## config.mk

```make
export PLATFORM = sky130hd
export DESIGN_NAME = cafeteira_serial_tx
export DESIGN_NICKNAME = d
export VERILOG_FILES = /design/src/rtl/cafeteira_serial_tx.sv
export SDC_FILE = /design/constraint.sdc
export NUM_CORES = 1
export LEC_CHECK = 0
export BUFFER_PORTS_ARGS = -buffer_cell sky130_fd_sc_hd__buf_2
export CORE_AREA = 2 2 94 96
export DETAILED_ROUTE_END_ITERATION = 7
export DIE_AREA = 0 0 96 98
export SETUP_SLACK_MARGIN = 0.15
export SLEW_MARGIN = 20
export SYNTH_ARGS = -nofsm -noshare
export SYNTH_HDL_FRONTEND = slang
export SYNTH_SLANG_ARGS = --single-unit
export TNS_END_PERCENT = 100
```

## constraint.sdc

```tcl
create_clock -name clock -period 2.4 [get_ports clock]
set_input_delay 0.36 -clock clock [delete_from_list [all_inputs] [get_ports clock]]
set_output_delay 0.36 -clock clock [all_outputs]
set_load 0.02 [all_outputs]
```

## src/rtl/cafeteira_serial_tx.sv

```systemverilog
// cafeteira_serial_tx: FIFO-buffered UART transmitter, 8N1 by default, 8E1 when PARITY_EN is defined.
module cafeteira_serial_tx #(
  parameter int CLKS_PER_BIT = 434,
  parameter int FIFO_DEPTH = 4
) (
  input  logic       clock,
  input  logic       reset,
  input  logic       partida,
  input  logic [7:0] dados,
  output logic       txd,
  output logic       ocupado,
  output logic       cheio,
  output logic       pronto,
  output logic       descartado
);
  localparam int AW = $clog2(FIFO_DEPTH);
  localparam int CW = $clog2(CLKS_PER_BIT);
`ifdef PARITY_EN
  typedef enum logic [2:0] {IDLE, START, DATA, PARITY, STOP} state_t;
  logic par;
`else
  typedef enum logic [2:0] {IDLE, START, DATA, STOP} state_t;
`endif
  state_t state;
  logic [7:0] mem [FIFO_DEPTH];
  logic [AW-1:0] rd_ptr, wr_ptr;
  logic [AW:0] count, count_n;
  logic [CW-1:0] baud;
  logic [2:0] bit_idx;
  logic [7:0] shift;
  logic push, pop, last;
  always_comb begin
    push = partida && !cheio;
    pop = (state == IDLE) && (count != '0);
    count_n = count + (AW+1)'(push) - (AW+1)'(pop);
    last = baud == CW'(CLKS_PER_BIT - 1);
  end
  always_ff @(posedge clock) if (push) mem[wr_ptr] <= dados;
  // txd follows the state one cycle late, so every bit period lasts exactly CLKS_PER_BIT cycles on the line
  always_ff @(posedge clock) begin
    if (reset) begin
      state <= IDLE;
      rd_ptr <= '0;
      wr_ptr <= '0;
      count <= '0;
      baud <= '0;
      bit_idx <= '0;
      shift <= '0;
      txd <= 1'b1;
      ocupado <= 1'b0;
      cheio <= 1'b0;
      pronto <= 1'b0;
      descartado <= 1'b0;
`ifdef PARITY_EN
      par <= 1'b0;
`endif
    end else begin
      pronto <= 1'b0;
      descartado <= partida && cheio;
      count <= count_n;
      cheio <= count_n == (AW+1)'(FIFO_DEPTH);
      ocupado <= (count_n != '0) || (state != IDLE) || pop;
      if (push) wr_ptr <= wr_ptr + AW'(1);
      baud <= last ? '0 : baud + CW'(1);
      case (state)
        IDLE: begin
          txd <= 1'b1;
          baud <= '0;
          if (pop) begin
            shift <= mem[rd_ptr];
`ifdef PARITY_EN
            par <= ^mem[rd_ptr];
`endif
            rd_ptr <= rd_ptr + AW'(1);
            state <= START;
          end
        end
        START: begin
          txd <= 1'b0;
          if (last) begin
            bit_idx <= '0;
            state <= DATA;
          end
        end
        DATA: begin
          txd <= shift[0];
          if (last) begin
            shift <= shift >> 1;
            bit_idx <= bit_idx + 3'd1;
`ifdef PARITY_EN
            if (bit_idx == 3'd7) state <= PARITY;
`else
            if (bit_idx == 3'd7) state <= STOP;
`endif
          end
        end
`ifdef PARITY_EN
        PARITY: begin
          txd <= par;
          if (last) state <= STOP;
        end
`endif
        default: begin
          txd <= 1'b1;
          if (last) begin
            pronto <= 1'b1;
            state <= IDLE;
          end
        end
      endcase
    end
  end
endmodule
```

==> impl_metrics.py, run 1 <==
metrics = {
    "timing": {
        "skew_ns": 0.00830,
        "slew_headroom": 0.441,
        "tightest_slew_ns": 0.833,
        "rsz0062_at_grt": "false",
        "finalHoldViolCount": 0,
        "timing.final.crit_period_ns": 2.12,
        "slew_viol_final": 0,
        "setup_viol": 0,
        "finalSetupTns_ns": 0,
        "fmax_ghz": 0.471,
        "period_share": 0.884,
    },
    "place": {
        "dp.cells": 335,
        "placement.io_buffers": 15,
        "gp_congestion": 0.692,
        "place_hpwl_mm": 3.17,
        "dpl-instance-area_mm2": 0.00309,
    },
    "logic_synthesis": {
        "synthTopCellsByArea": "edfxtp_1 (33%), dfxtp_1 (25%), mux4_2 (6.3%)",
        "async_flop_share": 0,
        "synth_nets": 240,
        "synthTopCellsByCount": "dfxtp_1 (36), edfxtp_1 (32), nor2_1 (23)",
        "synth_seq_cells": 68,
        "synth-adder-area-share": 0.0679,
        "synth_area_per_cell_um2": 13.4,
        "yosys_warnings": 0,
        "synth_edf_count": 32,
        "yosysTopAreaCellShare": 0.334,
        "synth-compound-area-share": 0.0609,
        "synth_area_mm2": 0.00287,
        "seq_area_frac_synth": 0.585,
        "synth.area.mux_share": 0.101,
        "yosys.area_share.simple": 0.125,
        "synth_top_family_by_area": "simple AND/OR/NAND/NOR gates",
        "synthXorXnorAreaFrac": 0.0366,
        "synthesis.instances": 214,
        "synth.distinct_cells": 38,
        "yosysMostFrequentCell": "dfxtp_1",
        "yosysTopAreaCell": "edfxtp_1",
        "synth_flop_cell": "dfxtp_1",
    },
    "clock_tree": {
        "clkTransAtPathRegs_ns": 0.08,
        "cts_buffer_depth": 2,
        "cts_tree": "done",
        "post_cts_buffers": 0,
        "clk_root_buffer_cell": "clkbuf_8",
        "clk_latency_ns": 0.34,
        "h-tree-depth": 3,
        "cts_made_buffers": 9,
        "clock-sinks": 68,
    },
    "routing": {
        "route.detailed.drc": 0,
        "ant_nets": 0,
        "drt_pre_antenna_iters": 4,
        "vias": 1619,
        "drt-vias-per-instance": 4.61,
        "dr.first_iter.drc_count": 65,
        "wl_mm": 4.59,
        "detail_route.wl_per_cell_um": 13.1,
    },
    "layout": {
        "layout-drive-gt1-share": 0.288,
        "area_growth_pct": 15.7,
        "fill_cells": 820,
        "final_area_mm2": 0.00333,
        "nNetsFinal": 264,
        "diodes": 0,
        "stdcell_count": 351,
    },
    "critical_path": {
        "worstSetupPathType": "reg2reg",
        "slowest_stage": "fa_2",
        "critical-path-max-stage-delay_ns": 0.36,
        "worst_setup_path_start_kind": "register",
        "cp_max_fo": 5,
        "path_buf_inv": 2,
        "cp_top_family": "adder cells",
        "required_ns": 2.65,
        "crit_arrival_ns": 2.37,
        "cp_cell_sequence": "inv_1, ha_4, o31a_2, ha_1, inv_1, ha_1, fa_2, xnor2_2, nor4_1",
        "end_kind": "register",
    },
    "floorplanning": {
        "die_width_um": 96,
        "num_rows": 34,
        "initial_core_util": 0.339,
        "dieHeight_um": 98,
        "die_area_mm2": 0.00941,
        "coreArea_mm2": 0.00847,
        "io_pins": 16,
    },
    "pwr": {
        "power_frac_seq": 0.411,
        "pwr-share-comb": 0.323,
        "switchingPower_w": 0.00116,
        "vdd_ir_drop_max_mv": 0.555,
        "swShare": 0.317,
        "power_frac_clock": 0.266,
        "p_leak_nw": 1.21,
        "power.internal_w": 0.00251,
        "powerDensity_mw_per_mm2": 1100,
    },
    "run": {
        "drv_cap": 0,
    },
    "worst_hold_path": {
        "hp-class": "in2reg",
    },
    "global_routing": {
        "grt_pass1_wl_mm": 7.61,
        "antenna_found_initial": 0,
        "grt_overflow_total": 0,
        "grt_max_degree": 24,
        "grt_usage": 0.107,
        "grt_pass1_vias": 1564,
    },
    "status": {
        "outcome": "completed",
    },
}
==> per-stage QoR <==
| step | total power (W) | worst slack [ns] | hold slack [ns] | utilization |
|---|---|---|---|---|
| 2_1_floorplan | 0.00241 | 0.306 | 0.437 | - |
| 3_3_place_gp | 0.00265 | 0.223 | 0.459 | 0.366 |
| 3_5_place_dp | 0.00267 | 0.125 | 0.453 | 0.366 |
| 4_1_cts | 0.00367 | 0.152 | 0.219 | 0.391 |
| 5_1_grt | 0.00389 | 0.147 | 0.223 | 0.393 |
| 6_report | 0.00367 | 0.278 | 0.234 | 0.393 |
==> power by group through the flow <==
stage | Combinational (W) | Sequential [W] | Clock [W]
after floorplan | 0.000906 | 0.00150 | 0
after global placement | 0.00112 | 0.00153 | 0
after detailed placement | 0.00114 | 0.00153 | 0
after CTS | 0.00116 | 0.00151 | 0.00100
after global routing | 0.00131 | 0.00153 | 0.00105
final | 0.00118 | 0.00151 | 0.000976
==> registers in the layout (all words and copies together), names as in the netlist, 2 cells and up, named ones only <==
register,cells
wr_ptr,2
count,3
bit_idx,3
state,2
mem,32
rd_ptr,2
baud,9
shift,8
==> cell type report <==
class,count,area [um^2],area share
clock buffers,9,124,0.0372
flip-flops and latches,68,1680,0.506
inverters,11,41.3,0.0124
clock inverters,7,82.6,0.0248
repair buffers,20,113,0.0339
multi-input cells,128,1150,0.345
well taps,108,135,0.0406
==> placed cells by master, fill, tap and decap left out, types with 3 or more instances in the layout <==
| cell | count |
|---|---|
| dfxtp_1 | 34 |
| edfxtp_1 | 32 |
| nor2_1 | 23 |
| buf_2 | 15 |
| ha_1 | 13 |
| inv_1 | 11 |
| clkbuf_8 | 9 |
| mux4_2 | 8 |
| xnor2_1 | 7 |
| mux2_2 | 7 |
| a22o_2 | 6 |
| nand2_1 | 6 |
| nor2b_1 | 5 |
| nand3_1 | 5 |
| nand2b_1 | 5 |
| buf_4 | 5 |
| and2_1 | 4 |
| a21oi_1 | 4 |
| xor2_1 | 4 |
| o21ai_0 | 3 |
| nor3_1 | 3 |
| inv_6 | 3 |
==> final timing paths <==
path	startpoint	endpoint	slack [ns]	depth (start not counted)
worst max-delay path	state[0]$_SDFFE_PP0P_	cheio$_SDFF_PP0_	0.28	9
worst min-delay path	dados[5]	mem[3][5]$_DFFE_PP_	0.23	1
worst max register to register	state[0]$_SDFFE_PP0P_	cheio$_SDFF_PP0_	0.28	9
worst min register to register	cheio$_SDFF_PP0_	descartado$_SDFF_PP0_	0.47	2
==> layer usage <==
metal / vias up / part of all wire / track usage
met4: 0 / 0.019 / 0.0560
met3: 7 / 0.033 / 0.0309
met1: 773 / 0.50 / 0.145
li1: 818 / - / -
met2: 21 / 0.45 / 0.155
met5: - / 0 / 0
==> kinds of logic after synthesis <==
group	count (synthesis)
flops	68
simple gates	63
compound gates	20
buf+inv	18
mux	18
fa+ha+maj	15
xor+xnor	12
==> repair_timing <==
action	CTS	global route
hold buffers	0	0
gates resized for setup	1	5
cloned	0	0
setup endpoints to repair	1	3
pin swaps	0	1
(Power assumes the default switching activity.)
==> inputs of run 2 (changes only) <==
--- a/config.mk
+++ b/config.mk
@@ -7,7 +7,9 @@
 export LEC_CHECK = 0
 export BUFFER_PORTS_ARGS = -buffer_cell sky130_fd_sc_hd__buf_2
-export CORE_AREA = 2 2 94 96
+export CORE_AREA = 2 2 73 75
 export DETAILED_ROUTE_END_ITERATION = 7
-export DIE_AREA = 0 0 96 98
+export DIE_AREA = 0 0 75 77
+export MAX_ROUTING_LAYER = met4
+export PLACE_DENSITY = 0.76
 export SETUP_SLACK_MARGIN = 0.15
 export SLEW_MARGIN = 20
==> constraint.sdc (replaced) <==
create_clock -name clock -period 2.4 [get_ports clock]
set_input_delay 0.48 -clock clock [delete_from_list [all_inputs] [get_ports clock]]
set_output_delay 0.48 -clock clock [all_outputs]
set_load 0.02 [all_outputs]
==> run 2 against run 1 <==
Total power grew 1.3%. Via count is 2.2% lower. Clock-buffer cell count unchanged. Cell count shrank 11%. Non-clock buffer count down 1. Routed wire length down 5.3%. Critical path type unchanged. Largest power group unchanged.
==> impl_metrics.py, run 2 (synthesis gave the netlist of run 1 again) <==
metrics = {
    "place": {
        "placement.io_buffers": 15,
        "dpl-instance-area_mm2": 0.00304,
        "dp_slack_ns": 0.145,
        "dp.cells": 296,
        "gp_congestion": 0.801,
        "place_hpwl_mm": 2.89,
    },
    "routing": {
        "route.detailed.drc": 0,
        "ant_nets": 0,
        "wl_mm": 4.34,
        "vias": 1584,
        "drt-vias-per-instance": 5.08,
        "dr.first_iter.drc_count": 92,
        "detail_route.wl_per_cell_um": 13.9,
        "drt_pre_antenna_iters": 4,
    },
    "critical_path": {
        "worstSetupPathType": "reg2reg",
        "crit_start": "state[0]$_SDFFE_PP0P_",
        "cp_max_fo": 5,
        "required_ns": 2.60,
        "crit_arrival_ns": 2.33,
        "worst_setup_path_start_kind": "register",
        "end_kind": "register",
        "timing.rr.start": "state[0]$_SDFFE_PP0P_",
    },
    "floorplanning": {
        "num_rows": 26,
        "coreArea_mm2": 0.00498,
        "dieHeight_um": 77,
        "io_pins": 16,
        "die_width_um": 75,
        "initial_core_util": 0.577,
        "die_area_mm2": 0.00578,
    },
    "clock_tree": {
        "cts_made_buffers": 9,
        "cts_tree": "done",
        "clk_root_buffer_cell": "clkbuf_8",
        "cts_buffer_depth": 2,
        "h-tree-depth": 3,
        "clock-sinks": 68,
        "post_cts_buffers": 0,
        "clk_latency_ns": 0.34,
        "clkTransAtPathRegs_ns": 0.08,
    },
    "global_routing": {
        "grt_usage": 0.180,
        "grt_max_degree": 24,
        "grt_overflow_total": 0,
        "antenna_found_initial": 0,
        "grt_pass1_wl_mm": 7.49,
        "grt_pass1_vias": 1611,
    },
    "run": {
        "drv_cap": 0,
    },
    "timing": {
        "fmax_ghz": 0.470,
        "skew_ns": 0.00928,
        "tightest_slew_ns": 0.800,
        "period_share": 0.886,
        "holdWs_ns": 0.355,
        "setup_viol": 0,
        "slew_headroom": 0.464,
        "rsz0062_at_grt": "false",
        "timing.final.crit_period_ns": 2.13,
        "finalHoldViolCount": 0,
        "setup_slack_ns": 0.274,
        "slew_viol_final": 0,
        "finalSetupTns_ns": 0,
    },
    "layout": {
        "layout_common_cells": "dfxtp_1 (34), edfxtp_1 (32), nor2_1 (23)",
        "final_area_mm2": 0.00328,
        "top_regs": "mem: 32 flops, baud: 9 flops, shift: 8 flops",
        "largest-register": "mem",
        "nNetsFinal": 263,
        "final_common_cell": "dfxtp_1",
        "area_growth_pct": 14.3,
        "fill_cells": 360,
        "largest_reg_flops": 32,
        "diodes": 0,
        "stdcell_count": 312,
        "layout-drive-gt1-share": 0.281,
    },
    "status": {
        "outcome": "completed",
    },
    "pwr": {
        "p_leak_nw": 1.22,
        "vdd_ir_drop_max_mv": 0.752,
        "powerDensity_mw_per_mm2": 1130,
    },
    "worst_hold_path": {
        "hp-start": "dados[4]",
        "hp-class": "in2reg",
    },
}
run 2: final cells by class:
type	instances	area, um^2	share of cell area
sequential	68	1680	0.513
multi-input combinational	128	1130	0.345
clock buffer	9	124	0.0377
clock inverter	7	109	0.0331
timing repair buffer	19	105	0.0320
tap	70	87.6	0.0267
inverter	11	41.3	0.0126
run 2: power by group:
part / total [W] / internal, W / switching [W]
clock: 0.00107 / 0.000604 / 0.000470
sequential: 0.00152 / 0.00139 / 0.000134
combinational: 0.00112 / 0.000588 / 0.000534
total: 0.00372 / 0.00258 / 0.00114
run 2: per-layer routing:
| layer | GRT usage | share of wire |
|---|---|---|
| met4 | 0.0857 | 0.021 |
| met5 | - | 0 |
| met1 | 0.245 | 0.48 |
| met3 | 0.0394 | 0.024 |
| met2 | 0.256 | 0.47 |
run 2: path summary, 6_finish.rpt:
check | slack (ns) | depth (start not counted) | end
worst max-delay path | 0.27 | 9 | ocupado$_SDFF_PP0_
worst min-delay path | 0.36 | 1 | mem[2][4]$_DFFE_PP_
worst min register to register | 0.46 | 2 | descartado$_SDFF_PP0_
worst max register to register | 0.27 | 9 | ocupado$_SDFF_PP0_
run 2: stage by stage:
step | util | power, W
CTS | 0.659 | 0.00375
detailed placement | 0.611 | 0.00264
global route | 0.660 | 0.00394
finish | 0.660 | 0.00372
floorplan | - | 0.00241
global placement | 0.611 | 0.00262
run 2: timing repair:
action / in CTS / in global routing
gates resized for setup: 3 / 1
pin swaps: 0 / 1
setup endpoints to repair: 1 / 3
hold buffers: 0 / 0
run 2: critical path: stages (launching register included):
cell	delay, ns
dfxtp_2	0.35
inv_1	0.07
ha_2	0.21
o31a_2	0.14
ha_1	0.28
inv_1	0.04
ha_1	0.19
fa_1	0.41
xnor2_2	0.18
a31oi_1	0.10
